## config.mk

```make
export PLATFORM = sky130hd
export DESIGN_NAME = compare_seq
export DESIGN_NICKNAME = d
export VERILOG_FILES = /design/src/rtl/compare_seq.sv
export SDC_FILE = /design/constraint.sdc
export NUM_CORES = 1
export LEC_CHECK = 0
export CORE_MARGIN = 4
export CORE_UTILIZATION = 40
export CTS_CLUSTER_DIAMETER = 120
export CTS_CLUSTER_SIZE = 8
export DETAILED_ROUTE_END_ITERATION = 7
export PLACE_DENSITY = 0.69
export REMOVE_ABC_BUFFERS = 1
export SLEW_MARGIN = 0
export SYNTH_ARGS = -nofsm -noshare
export SYNTH_HDL_FRONTEND = slang
export SYNTH_SLANG_ARGS = --single-unit
```

## constraint.sdc

```tcl
create_clock -name clk -period 3.2 [get_ports clk]
set_clock_uncertainty 0.05 [all_clocks]
set_input_delay 0.48 -clock clk [delete_from_list [all_inputs] [get_ports clk]]
set_output_delay 0.48 -clock clk [all_outputs]
set_load 0.05 [all_outputs]
```

## src/rtl/compare_seq.sv

```systemverilog
// compare_seq: multi-cycle magnitude comparator, one SLICE-bit slice per
// clock, most-significant slice first. Unsigned or two's-complement compare
// with a start/busy/done handshake. The results use the ALU compare encoding:
// dataOut 00 means A==B, 01 means A>B and 10 means A<B.
//
// Optional feature macro: COMPARE_EARLY_EXIT_EN
//   defined   : the compare ends on the first differing slice
//               (latency 1..NSLICE cycles).
//   undefined : every slice is walked (fixed latency of NSLICE cycles), and
//               the first difference found is held to the end.
// The two builds give the same results; only the latency differs.

module compare_seq #(
  parameter int WIDTH = 32,
  parameter int SLICE = 8
) (
  input  logic             clk,
  input  logic             reset,
  input  logic             start,
  input  logic             signedMode,
  input  logic [WIDTH-1:0] busA,
  input  logic [WIDTH-1:0] busB,
  output logic             busy,
  output logic             done,
  output logic [1:0]       dataOut,
  output logic             zeroFlag,
  output logic             overflowFlag,
  output logic             carryoutFlag,
  output logic             negativeFlag
);

  localparam int NSLICE = WIDTH / SLICE;
  localparam int IDXW   = (NSLICE > 1) ? $clog2(NSLICE) : 1;

  localparam logic [IDXW-1:0]  TOP_IDX  = IDXW'(NSLICE - 1);
  localparam logic [IDXW-1:0]  LAST_IDX = IDXW'(0);
  localparam logic [SLICE-1:0] MSB_MASK = SLICE'(1) << (SLICE - 1);

  localparam logic [0:0] IDLE = 1'b0;
  localparam logic [0:0] RUN  = 1'b1;

  localparam logic [1:0] RES_EQ = 2'b00;
  localparam logic [1:0] RES_GT = 2'b01;
  localparam logic [1:0] RES_LT = 2'b10;

`ifdef COMPARE_EARLY_EXIT_EN
  localparam logic EARLY_EXIT = 1'b1;
`else
  localparam logic EARLY_EXIT = 1'b0;
`endif

  // Unsigned compare of one slice pair, in the dataOut encoding.
  function automatic logic [1:0] slice_cmp(input logic [SLICE-1:0] a,
                                           input logic [SLICE-1:0] b);
    if (a > b) begin
      return RES_GT;
    end else if (a < b) begin
      return RES_LT;
    end else begin
      return RES_EQ;
    end
  endfunction

  logic [0:0]       state_r;
  logic [WIDTH-1:0] a_r;
  logic [WIDTH-1:0] b_r;
  logic             signed_r;
  logic             zero_pend_r;
  logic [IDXW-1:0]  idx_r;
  logic [1:0]       pend_r;
  logic             done_r;
  logic [1:0]       data_out_r;
  logic             zero_flag_r;
  logic             neg_flag_r;

  int unsigned      shift_s;
  logic             bias_s;
  logic [SLICE-1:0] slice_a_s;
  logic [SLICE-1:0] slice_b_s;
  logic [1:0]       slice_res_s;
  logic [1:0]       eff_res_s;
  logic             finish_s;

  // Select the current slice, apply the sign bias on the top slice, and
  // decide whether this RUN cycle ends the compare.
  always_comb begin
    shift_s     = 32'(idx_r) * 32'(SLICE);
    // Flipping the sign bit of both top slices maps two's-complement
    // ordering onto unsigned ordering.
    bias_s      = signed_r & (idx_r == TOP_IDX);
    slice_a_s   = SLICE'(a_r >> shift_s) ^ (bias_s ? MSB_MASK : {SLICE{1'b0}});
    slice_b_s   = SLICE'(b_r >> shift_s) ^ (bias_s ? MSB_MASK : {SLICE{1'b0}});
    slice_res_s = slice_cmp(slice_a_s, slice_b_s);
    // A difference already seen in a more significant slice wins.
    eff_res_s   = (pend_r != RES_EQ) ? pend_r : slice_res_s;
    finish_s    = (idx_r == LAST_IDX) | (EARLY_EXIT & (eff_res_s != RES_EQ));
  end

  // Handshake FSM, operand capture, slice walk and result registers.
  always_ff @(posedge clk) begin
    if (reset) begin
      state_r     <= IDLE;
      a_r         <= {WIDTH{1'b0}};
      b_r         <= {WIDTH{1'b0}};
      signed_r    <= 1'b0;
      zero_pend_r <= 1'b0;
      idx_r       <= {IDXW{1'b0}};
      pend_r      <= RES_EQ;
      done_r      <= 1'b0;
      data_out_r  <= RES_EQ;
      zero_flag_r <= 1'b0;
      neg_flag_r  <= 1'b0;
    end else begin
      done_r <= 1'b0;
      case (state_r)
        IDLE: begin
          if (start) begin
            a_r         <= busA;
            b_r         <= busB;
            signed_r    <= signedMode;
            zero_pend_r <= (busA == {WIDTH{1'b0}}) && (busB == {WIDTH{1'b0}});
            idx_r       <= TOP_IDX;
            pend_r      <= RES_EQ;
            state_r     <= RUN;
          end else begin
            state_r     <= IDLE;
          end
        end
        RUN: begin
          if (finish_s) begin
            data_out_r  <= eff_res_s;
            neg_flag_r  <= (eff_res_s == RES_LT);
            zero_flag_r <= zero_pend_r;
            done_r      <= 1'b1;
            state_r     <= IDLE;
          end else begin
            idx_r       <= idx_r - IDXW'(1);
            pend_r      <= eff_res_s;
            state_r     <= RUN;
          end
        end
        default: begin
          state_r <= IDLE;
        end
      endcase
    end
  end

  assign busy         = (state_r == RUN);
  assign done         = done_r;
  assign dataOut      = data_out_r;
  assign zeroFlag     = zero_flag_r;
  assign negativeFlag = neg_flag_r;
  assign overflowFlag = 1'b0;
  assign carryoutFlag = 1'b0;

endmodule

```

==> flow_summary_export.csv, run 1 <==
group,metric,value,unit
clock_tree,clock_latency,0.34,ns
worst_setup_path,end_kind,"flip-flop",
synthesis,yosysWarningCount,0,
drt,routed_wl,8890,um
min_path,whs_endpoint,"b_r[0]",
synthesis,synth_area,3400,sq um
layout,multiInputGateArea,1720,sq um
place,dpl.hpwl,6820,um
die,core_area,8260,sq um
layout,seqCellArea,1520,sq um
drt,drc,0,
die,die_h,100,um
worst_setup_path,rr_startpoint,"idx_r[0]",
power_and_ir_drop,p_per_area,519,nW/um^2
power_and_ir_drop,p_leak,0.00162,uW
drt,first_pass_iters,4,
clock_tree,cts.sinks,76,
clock_tree,tritoncts,"yes",
drt,post_drt_wl_per_cell,15.2,um
sta,fmax,363,MHz
min_path,hold_start,"b_r[0]",
worst_setup_path,worstPathRequired,3.41,ns
layout,fin_nets,551,
worst_setup_path,critPathArrivalTime,2.97,ns
sta,holdWs,0.405,ns
worst_setup_path,cp-startpoint,"idx_r[0]",
place,port_buffers,73,
clock_tree,cts-hold-fix-buffers,0,
drt,vias,3069,
sta,tightest_slew,0.666,ns
layout,fillers,777,
synthesis,synth_compound_area_frac,0.130,
die,dieArea,10000,sq um
layout,diodes,0,
synthesis,ys_types,29,
sta,maxSlewHeadroom,0.556,
layout,drive_above_1_share,0.0900,
worst_setup_path,startpoint_type,"flip-flop",
worst_setup_path,rrSetupSlack,0.44,ns
die,chipWidth,100,um
clock_tree,cts_setup_buffers,0,
die,num_rows,33,
global_routing,grt_usage,0.187,
sta,min_period_over_period,0.861,
clock_tree,cts_max_level,3,
synthesis,synthAdderAreaFrac,0.0368,
global_routing,grt_max_degree,67,
worst_setup_path,reg2regPathDepth,7,
worst_setup_path,path_class,"flip-flop to flip-flop",
synthesis,synth_top_family_by_area,"simple AND/OR/NAND/NOR gates",
synthesis,synth_seq_cells,76,
synthesis,yosys-top-cells-area,"dfxtp_1 45%, nand2_1 15%, a21oi_1 11%",
sta,setup_viol,0,
power_and_ir_drop,peakVddDrop,0.213,mV
synthesis,synth.most_common_cell,"nand2_1",
synthesis,synth_area_leader_cell,"dfxtp_1",
synthesis,yosys.area_share.simple,0.224,
synthesis,synth_common_cells,"140 x nand2_1, 76 x dfxtp_1, 73 x a21oi_1, 16 x mux4_2, 15 x nor4_1",
layout,fin_util,0.535,
drt,vias_per_cell,5.26,
synthesis,synth_xor_area_frac,0.00515,
global_routing,grt_pass1_vias,3087,
clock_tree,cts_resized,0,
synthesis,ys_seq_area_frac,0.447,
synthesis,synthMuxAreaShare,0.106,
die,pin_count,76,
min_path,hold_class,"flip-flop to flip-flop",
synthesis,synth_top_area_share,0.447,
worst_setup_path,cp_slowest_stage_delay,0.69,ns
synthesis,synth_enable_flop_cells,0,
min_path,min_path_cells,2,
sta,hold_viol,0,
layout,layout-area-overhead-vs-synth,29.8,%
worst_setup_path,crit_slowest_cell,"dfxtp_1",
die,initial_core_util,0.412,
worst_setup_path,path_max_fanout,11,
synthesis,postSynthCellCount,409,
place,gp_congestion,0.858,
global_routing,gr-total-overflow,0,
sta,min_period,2.76,ns
clock_tree,clkTransAtPathRegs,0.08,ns
drt,ant_nets,0,
drt,drt_iter0_drc,154,
clock_tree,numCtsBuffers,9,
synthesis,synthArstFlopShare,0,
synthesis,syn_avg_cell_area,8.31,sq um
worst_setup_path,critPathBufInv,0,
synthesis,synthFlopType,"dfxtp_1",
outcome,status,"completed",
sta,drv_slew,0,
clock_tree,cts.path.max_buffers,2,
worst_setup_path,regToRegEndpoint,"dataOut[1]",
run,maxCapViolCount,0,
worst_setup_path,cpLargestDelayFamily,"flip-flops",
global_routing,grt_pass1_wl,14700,um
sta,rsz0062_at_grt,"false",
clock_tree,cts-root-buf,"clkbuf_8",
global_routing,antenna_found_initial,0,
worst_setup_path,crit_chain,"mux4_2 > xnor2_1 > ha_1 > a21oi_1 > o21ai_0 > or3_1 > a211oi_1",
==> tightest hold or removal path, cell delays in order (launching register included) <==
cell and delay (ns):
dfxtp_1 0.31, nand2_1 0.05, a21oi_1 0.05
==> how the worst max path moves through the flow <==
stage	to	depth (start not counted)
floorplan	pend_r[0]	4
global placement	dataOut[1]	7
detailed placement	dataOut[1]	7
CTS	dataOut[1]	7
global route	dataOut[1]	7
finish	dataOut[1]	7
==> cells by family (layout without fill, tap and decap cells) <==
kind of cell,Yosys count,in the layout
and+or+nand+nor,180,180
AOI/OAI and AO/OA,85,85
DFF,76,76
buffers and inverters,39,107
muxes,16,16
adders and majority gates,10,10
xor gates and xnor gates,2,2
other,1,2
==> placed cells by master, fill, tap and decap left out, types with 8 or more instances in the layout <==
cell type,synthesis,layout
a21oi_1,73,73
buf_4,3,8
clkbuf_8,0,9
clkdlybuf4s50_1,0,72
dfxtp_1,76,76
ha_1,10,10
inv_1,10,10
mux4_2,16,16
nand2_1,140,140
nor2_1,8,8
nor4_1,15,15
==> sequential cells by signal, indices dropped and copies added, names as in the netlist <==
| register | count |
|---|---|
| busy | 1 |
| signed_r | 1 |
| zero_pend_r | 1 |
| idx_r | 2 |
| done | 1 |
| a_r | 32 |
| pend_r | 2 |
| b_r | 32 |
| dataOut | 2 |
| zeroFlag | 1 |
| negativeFlag | 1 |
==> through the flow <==
step	instances	power [uW]	area (sq um)	setup TNS [ns]	setup WS, ns
3_5_place_dp	567	1510	4200	0	0.451
5_1_grt	583	2410	4410	0	0.235
2_1_floorplan	381	1310	3270	-0.511	-0.156
6_report	583	2290	4410	0	0.444
4_1_cts	583	2300	4410	0	0.432
3_3_place_gp	567	1500	4200	0	0.532
==> layout make-up <==
type                       instances  area share
clock buffer                      10      0.0289
multi-input combinational        295       0.390
clock inverter                     6      0.0198
timing repair buffer              81       0.178
sequential                        76       0.345
tap                              105      0.0298
inverter                          10     0.00850
==> power by group <==
part	switching, uW	internal [uW]
Combinational	224	214
Sequential	48.0	1010
Clock	357	441
Total	629	1660
==> per-layer routing <==
| layer | global-route usage | routed length, um | up-vias |
|---|---|---|---|
| li1 | - | - | 1522 |
| met1 | 0.231 | 3750 | 1448 |
| met2 | 0.314 | 4420 | 78 |
| met3 | 0.0354 | 439 | 21 |
| met4 | 0.0839 | 282 | 0 |
| met5 | 0 | 0 | - |
Power figures use the tool's default switching activity.
==> run 2: changes to the inputs <==
--- a/config.mk
+++ b/config.mk
@@ -5,6 +5,7 @@
 export SDC_FILE = /design/constraint.sdc
 export NUM_CORES = 1
 export LEC_CHECK = 0
+export CORE_ASPECT_RATIO = 0.5
 export CORE_MARGIN = 4
 export CORE_UTILIZATION = 40
 export CTS_CLUSTER_DIAMETER = 120
==> run 2 against run 1 <==
- sequential power is essentially flat
- die area grew 0.90%
- total power grew 4.5%
- hold slack lost 0.0020 ns
- first-iteration DRC count grew 9.1%
- cell area grew 1.6%
- global-route usage shrank 0.75 points
- core utilization grew 1.6 points
- highest routed layer unchanged
==> flow_summary_export.csv, run 2 (synthesis results as in run 1) <==
group,metric,value,unit
worst_setup_path,path_max_fanout,9,
layout,design_area,4490,sq um
layout,drive_above_1_share,0.0860,
clock_tree,cts_setup_buffers,0,
die,chipWidth,138,um
clock_tree,cts_resized,0,
clock_tree,tritoncts,"yes",
drt,first_pass_iters,4,
worst_setup_path,startpoint_type,"flip-flop",
min_path,hold_class,"flip-flop to flip-flop",
drt,drc,0,
worst_setup_path,path_class,"flip-flop to flip-flop",
clock_tree,cts-hold-fix-buffers,0,
sta,fmax,389,MHz
sta,fin_setup_tns,0,ns
power_and_ir_drop,peakVddDrop,0.270,mV
layout,fin_nets,550,
global_routing,gr-total-overflow,0,
clock_tree,numCtsBuffers,9,
power_and_ir_drop,p_per_area,534,nW/um^2
clock_tree,cts-root-buf,"clkbuf_16",
die,core_area,8140,sq um
layout,final_cell_mix,"140 x nand2_1, 76 x dfxtp_1, 73 x a21oi_1, 72 x clkdlybuf4s50_1, 16 x mux4_2",
worst_setup_path,cp_slowest_stage_delay,0.53,ns
clock_tree,clkTransAtPathRegs,0.06,ns
drt,vias_per_cell,5.19,
die,die_h,73.2,um
drt,drt_iter0_drc,168,
sta,maxSlewHeadroom,0.558,
global_routing,grt_pass1_vias,2870,
drt,post_drt_wl_per_cell,14.9,um
place,dpl.hpwl,6680,um
worst_setup_path,cpLargestDelayFamily,"compound AO/OA/AOI/OAI gates",
sta,min_period_over_period,0.804,
place,gp_congestion,0.831,
layout,reg_top3,"a_r x32, b_r x32",
die,dieArea,10100,sq um
worst_setup_path,crit_chain,"buf_4 > mux4_2 > xor2_1 > ha_1 > nand4_1 > a21oi_1 > o21ai_0 > a211oi_1",
clock_tree,cts.path.max_buffers,2,
sta,tightest_slew,0.664,ns
worst_setup_path,crit_slowest_cell,"mux4_2",
layout,layout-area-overhead-vs-synth,31.9,%
layout,fin_util,0.551,
global_routing,grt_max_degree,67,
run,maxCapViolCount,0,
die,pin_count,76,
drt,vias,3057,
sta,drv_slew,0,
worst_setup_path,worstPathRequired,3.40,ns
layout,mostFrequentLayoutCell,"nand2_1",
power_and_ir_drop,total_power,2390,uW
sta,setup_viol,0,
global_routing,grt_usage,0.179,
place,placed_area,4230,sq um
worst_setup_path,end_kind,"flip-flop",
global_routing,antenna_found_initial,0,
worst_setup_path,critPathBufInv,1,
drt,routed_wl,8760,um
place,port_buffers,73,
sta,rsz0062_at_grt,"false",
layout,fillers,771,
clock_tree,cts.sinks,76,
sta,hold_viol,0,
outcome,status,"completed",
worst_setup_path,critPathArrivalTime,2.78,ns
drt,ant_nets,0,
layout,diodes,0,
global_routing,grt_pass1_wl,14300,um
sta,min_period,2.57,ns
clock_tree,clock_latency,0.33,ns
die,num_rows,23,
die,initial_core_util,0.418,
clock_tree,cts_max_level,3,
power_and_ir_drop,p_leak,0.00164,uW
[run 2: metrics by stage]
step	cells	hold slack, ns	worst slack [ns]
finish	589	0.403	0.626
global route	589	0.425	0.429
CTS	589	0.405	0.655
detailed placement	573	0.398	0.667
global placement	573	0.392	0.690
floorplan	381	0.375	-0.156
[run 2: layer usage]
layer  global-route usage  vias up  share of wire
met2                0.282       61           0.47
met4               0.0460        0         0.0083
met1                0.248     1457           0.47
met5                    0        -              0
li1                     -     1531              -
met3               0.0478        8          0.054
[run 2: area by class of cell]
type	instances	area (sq um)	area share
multi-input cells	295	1720	0.384
clock buffers	11	233	0.0519
repair buffers	80	803	0.179
clock inverters	5	28.8	0.00641
inverters	10	37.5	0.00837
well taps	112	140	0.0312
flip-flops and latches	76	1520	0.339
[run 2: worst paths after layout]
kind / startpoint / to / slack [ns] / cells past startpoint
worst max-delay path: idx_r[0] / dataOut[0] / 0.63 / 8
worst min-delay path: b_r[18] / b_r[18] / 0.40 / 2
worst max register to register: idx_r[0] / dataOut[0] / 0.63 / 8
worst min register to register: b_r[18] / b_r[18] / 0.40 / 2
[run 2: worst min-delay path, delay by kind of cell, from the launching register on]
kind	cells	cell delay [ns]
DFF	1	0.30
AOI/OAI and AO/OA	1	0.05
and+or+nand+nor	1	0.05
[run 2: report_power, final]
| group | switching, uW | internal (uW) | leakage [uW] |
|---|---|---|---|
| Combinational | 238 | 218 | 0.000884 |
| Sequential | 38.9 | 1010 | 0.000624 |
| Clock | 371 | 520 | 0.000133 |
==> run 3: changes to the inputs <==
--- a/config.mk
+++ b/config.mk
@@ -11,7 +11,7 @@
 export CTS_CLUSTER_DIAMETER = 120
 export CTS_CLUSTER_SIZE = 8
 export DETAILED_ROUTE_END_ITERATION = 7
-export PLACE_DENSITY = 0.69
+export PLACE_DENSITY = 0.71
 export REMOVE_ABC_BUFFERS = 1
 export SLEW_MARGIN = 0
 export SYNTH_ARGS = -nofsm -noshare
==> constraint.sdc (replaced) <==
create_clock -name clk -period 2.2 [get_ports clk]
set_clock_uncertainty 0.05 [all_clocks]
set_input_delay 0.33 -clock clk [delete_from_list [all_inputs] [get_ports clk]]
set_output_delay 0.33 -clock clk [all_outputs]
set_load 0.05 [all_outputs]
==> run 3 against run 2 <==
- the flow now finishes with violations (setup timing)
- wire length increased by 5.7%
- critical endpoint is now dataOut[1]
- hold slack got worse by 0.00087 ns
- register-to-register slack worse by 0.85 ns
- flip-flop and latch count unchanged
- core utilization is 3.1 points higher
- clock-buffer cell count is 1 lower
- combinational power up 67%
==> flow_summary_export.csv, run 3 (synthesis results as in run 1) <==
group,metric,value,unit
outcome,status,"complete, but fails checks",
outcome,violations,"setup timing",
sta,hold_viol,0,
layout,mostFrequentLayoutCell,"nand2_1",
worst_setup_path,crit_slowest_cell,"mux4_2",
worst_setup_path,cp_slowest_stage_delay,0.50,ns
place,post-place-cells,591,
die,dieArea,10100,sq um
run,maxCapViolCount,0,
worst_setup_path,regToRegEndpoint,"dataOut[1]",
min_path,min_path_cells,2,
sta,holdWs,0.402,ns
die,die_h,73.2,um
drt,first_pass_iters,5,
layout,multiInputGateArea,1770,sq um
worst_setup_path,end_kind,"flip-flop",
worst_setup_path,rr_startpoint,"idx_r[0]",
power_and_ir_drop,p_comb_frac,0.198,
clock_tree,cts.path.max_buffers,2,
place,port_buffers,73,
power_and_ir_drop,switchingPower,1020,uW
clock_tree,cts-root-buf,"clkbuf_16",
layout,fin_nets,569,
layout,drive_above_1_share,0.141,
global_routing,antenna_found_initial,0,
drt,drt_iter0_drc,278,
die,num_rows,23,
min_path,hold_class,"flip-flop to flip-flop",
place,place_ws,-0.292,ns
drt,ant_nets,0,
worst_setup_path,cpLargestDelayFamily,"compound AO/OA/AOI/OAI gates",
place,gp_congestion,0.835,
power_and_ir_drop,p_sw_frac,0.265,
global_routing,grt_usage,0.183,
die,chipWidth,138,um
clock_tree,clkTransAtPathRegs,0.06,ns
worst_setup_path,startpoint_type,"flip-flop",
clock_tree,cts.sinks,76,
drt,vias,3146,
sta,min_period,2.42,ns
global_routing,grt_pass1_vias,2920,
sta,rsz0062_at_grt,"true",
worst_setup_path,path_class,"flip-flop to flip-flop",
worst_setup_path,crit_chain,"buf_6 > mux4_2 > inv_2 > ha_4 > nor2b_1 > o211ai_1 > a21oi_2 > or3_4 > a211oi_2",
sta,maxSlewHeadroom,0.558,
worst_setup_path,critPathBufInv,2,
layout,final_cell_mix,"140 x nand2_1, 75 x dfxtp_1, 72 x clkdlybuf4s50_1, 71 x a21oi_1, 22 x buf_4",
power_and_ir_drop,total_power,3860,uW
power_and_ir_drop,p_int,2840,uW
power_and_ir_drop,p_leak,0.00176,uW
layout,reg_top3,"a_r x32, b_r x32",
worst_setup_path,path_max_fanout,6,
sta,tightest_slew,0.663,ns
global_routing,gr-total-overflow,0,
worst_setup_path,rrSetupSlack,-0.22,ns
min_path,whs_endpoint,"b_r[18]",
worst_setup_path,worstPathRequired,2.41,ns
layout,fin_cells,608,
drt,drc,0,
power_and_ir_drop,p_seq_frac,0.394,
sta,setup_viol,5,
global_routing,grt_pass1_wl,14500,um
sta,fmax,413,MHz
worst_setup_path,critPathArrivalTime,2.63,ns
drt,routed_wl,9250,um
sta,drv_slew,0,
clock_tree,clock_latency,0.34,ns
layout,seqCellArea,1530,sq um
drt,post_drt_wl_per_cell,15.2,um
global_routing,grt_max_degree,67,
clock_tree,numCtsBuffers,9,
power_and_ir_drop,clockPowerShare,0.408,
sta,setup_slack,-0.221,ns
layout,fillers,712,
worst_setup_path,reg2regPathDepth,9,
die,core_area,8140,sq um
die,pin_count,76,
drt,vias_per_cell,5.17,
power_and_ir_drop,p_per_area,814,nW/um^2
layout,layout-area-overhead-vs-synth,39.4,%
min_path,hold_start,"b_r[18]",
sta,min_period_over_period,1.10,
clock_tree,cts_max_level,3,
layout,diodes,0,
power_and_ir_drop,peakVddDrop,0.448,mV
clock_tree,tritoncts,"yes",
die,initial_core_util,0.418,
place,dpl.hpwl,6830,um
-- run 3: cell count changes in the layout (fill, tap and decap cells not counted), moves of 2 or more --
cell / change
ha_4: +2
a21oi_2: +2
bufinv_16: +2
buf_6: +2
clkinvlp_4: +2
clkinv_2: -3
buf_4: +17
o21ai_1: +3
ha_1: -2
o21ai_0: -3
a21oi_1: -2
-- run 3: layout make-up --
class	instances	share of cell area
Tap cell	112	0.0296
Sequential cell	76	0.322
Inverter	10	0.00792
Clock buffer	10	0.0483
Clock inverter	6	0.0187
Timing Repair Buffer	99	0.201
Multi-Input combinational cell	295	0.373
-- run 3: tightest hold or removal path: cells and delay by family (launching register included) --
kind | cells | cell delay (ns)
DFF | 1 | 0.30
and+or+nand+nor | 1 | 0.05
AOI/OAI and AO/OA | 1 | 0.05
-- run 3: timing repair --
action | 4_1_cts | 5_1_grt
pin swaps | 3 | 4
hold buffers | 0 | 0
setup buffers | 0 | 1
setup endpoints to repair | 5 | 5
gates resized for setup | 9 | 6
-- run 3: power by group through the flow --
stage	Sequential [uW]	Clock (uW)	Combinational, uW
2_1_floorplan	1580	0	328
3_3_place_gp	1550	0	695
3_5_place_dp	1550	0	706
4_1_cts	1520	1590	738
5_1_grt	1530	1660	829
6_report	1520	1580	763
-- run 3: layer usage --
| metal | vias to the layer above | routed length, um | track usage |
|---|---|---|---|
| met2 | 90 | 4240 | 0.281 |
| met4 | 0 | 114 | 0.0460 |
| met5 | - | 0 | 0 |
| met1 | 1482 | 4330 | 0.249 |
| li1 | 1564 | - | - |
| met3 | 10 | 570 | 0.0635 |
-- run 3: stage by stage --
step | area [sq um] | setup TNS, ns | util
after CTS | 4710 | -0.658 | 0.578
after global routing | 4740 | -1.21 | 0.582
final | 4740 | -0.880 | 0.582
after global placement | 4360 | -0.924 | 0.535
after detailed placement | 4360 | -1.12 | 0.535
after floorplan | 3270 | -70.76 | -
-- run 3: worst max-delay path by stage --
| stage | depth (start not counted) | slack [ns] | end | start |
|---|---|---|---|---|
| 2_1_floorplan | 4 | -1.16 | pend_r[0] | busy |
| 3_3_place_gp | 8 | -0.23 | dataOut[1] | idx_r[0] |
| 3_5_place_dp | 8 | -0.29 | dataOut[1] | idx_r[0] |
| 4_1_cts | 9 | -0.19 | dataOut[1] | idx_r[0] |
| 5_1_grt | 9 | -0.28 | dataOut[1] | idx_r[0] |
| 6_report | 9 | -0.22 | dataOut[1] | idx_r[0] |
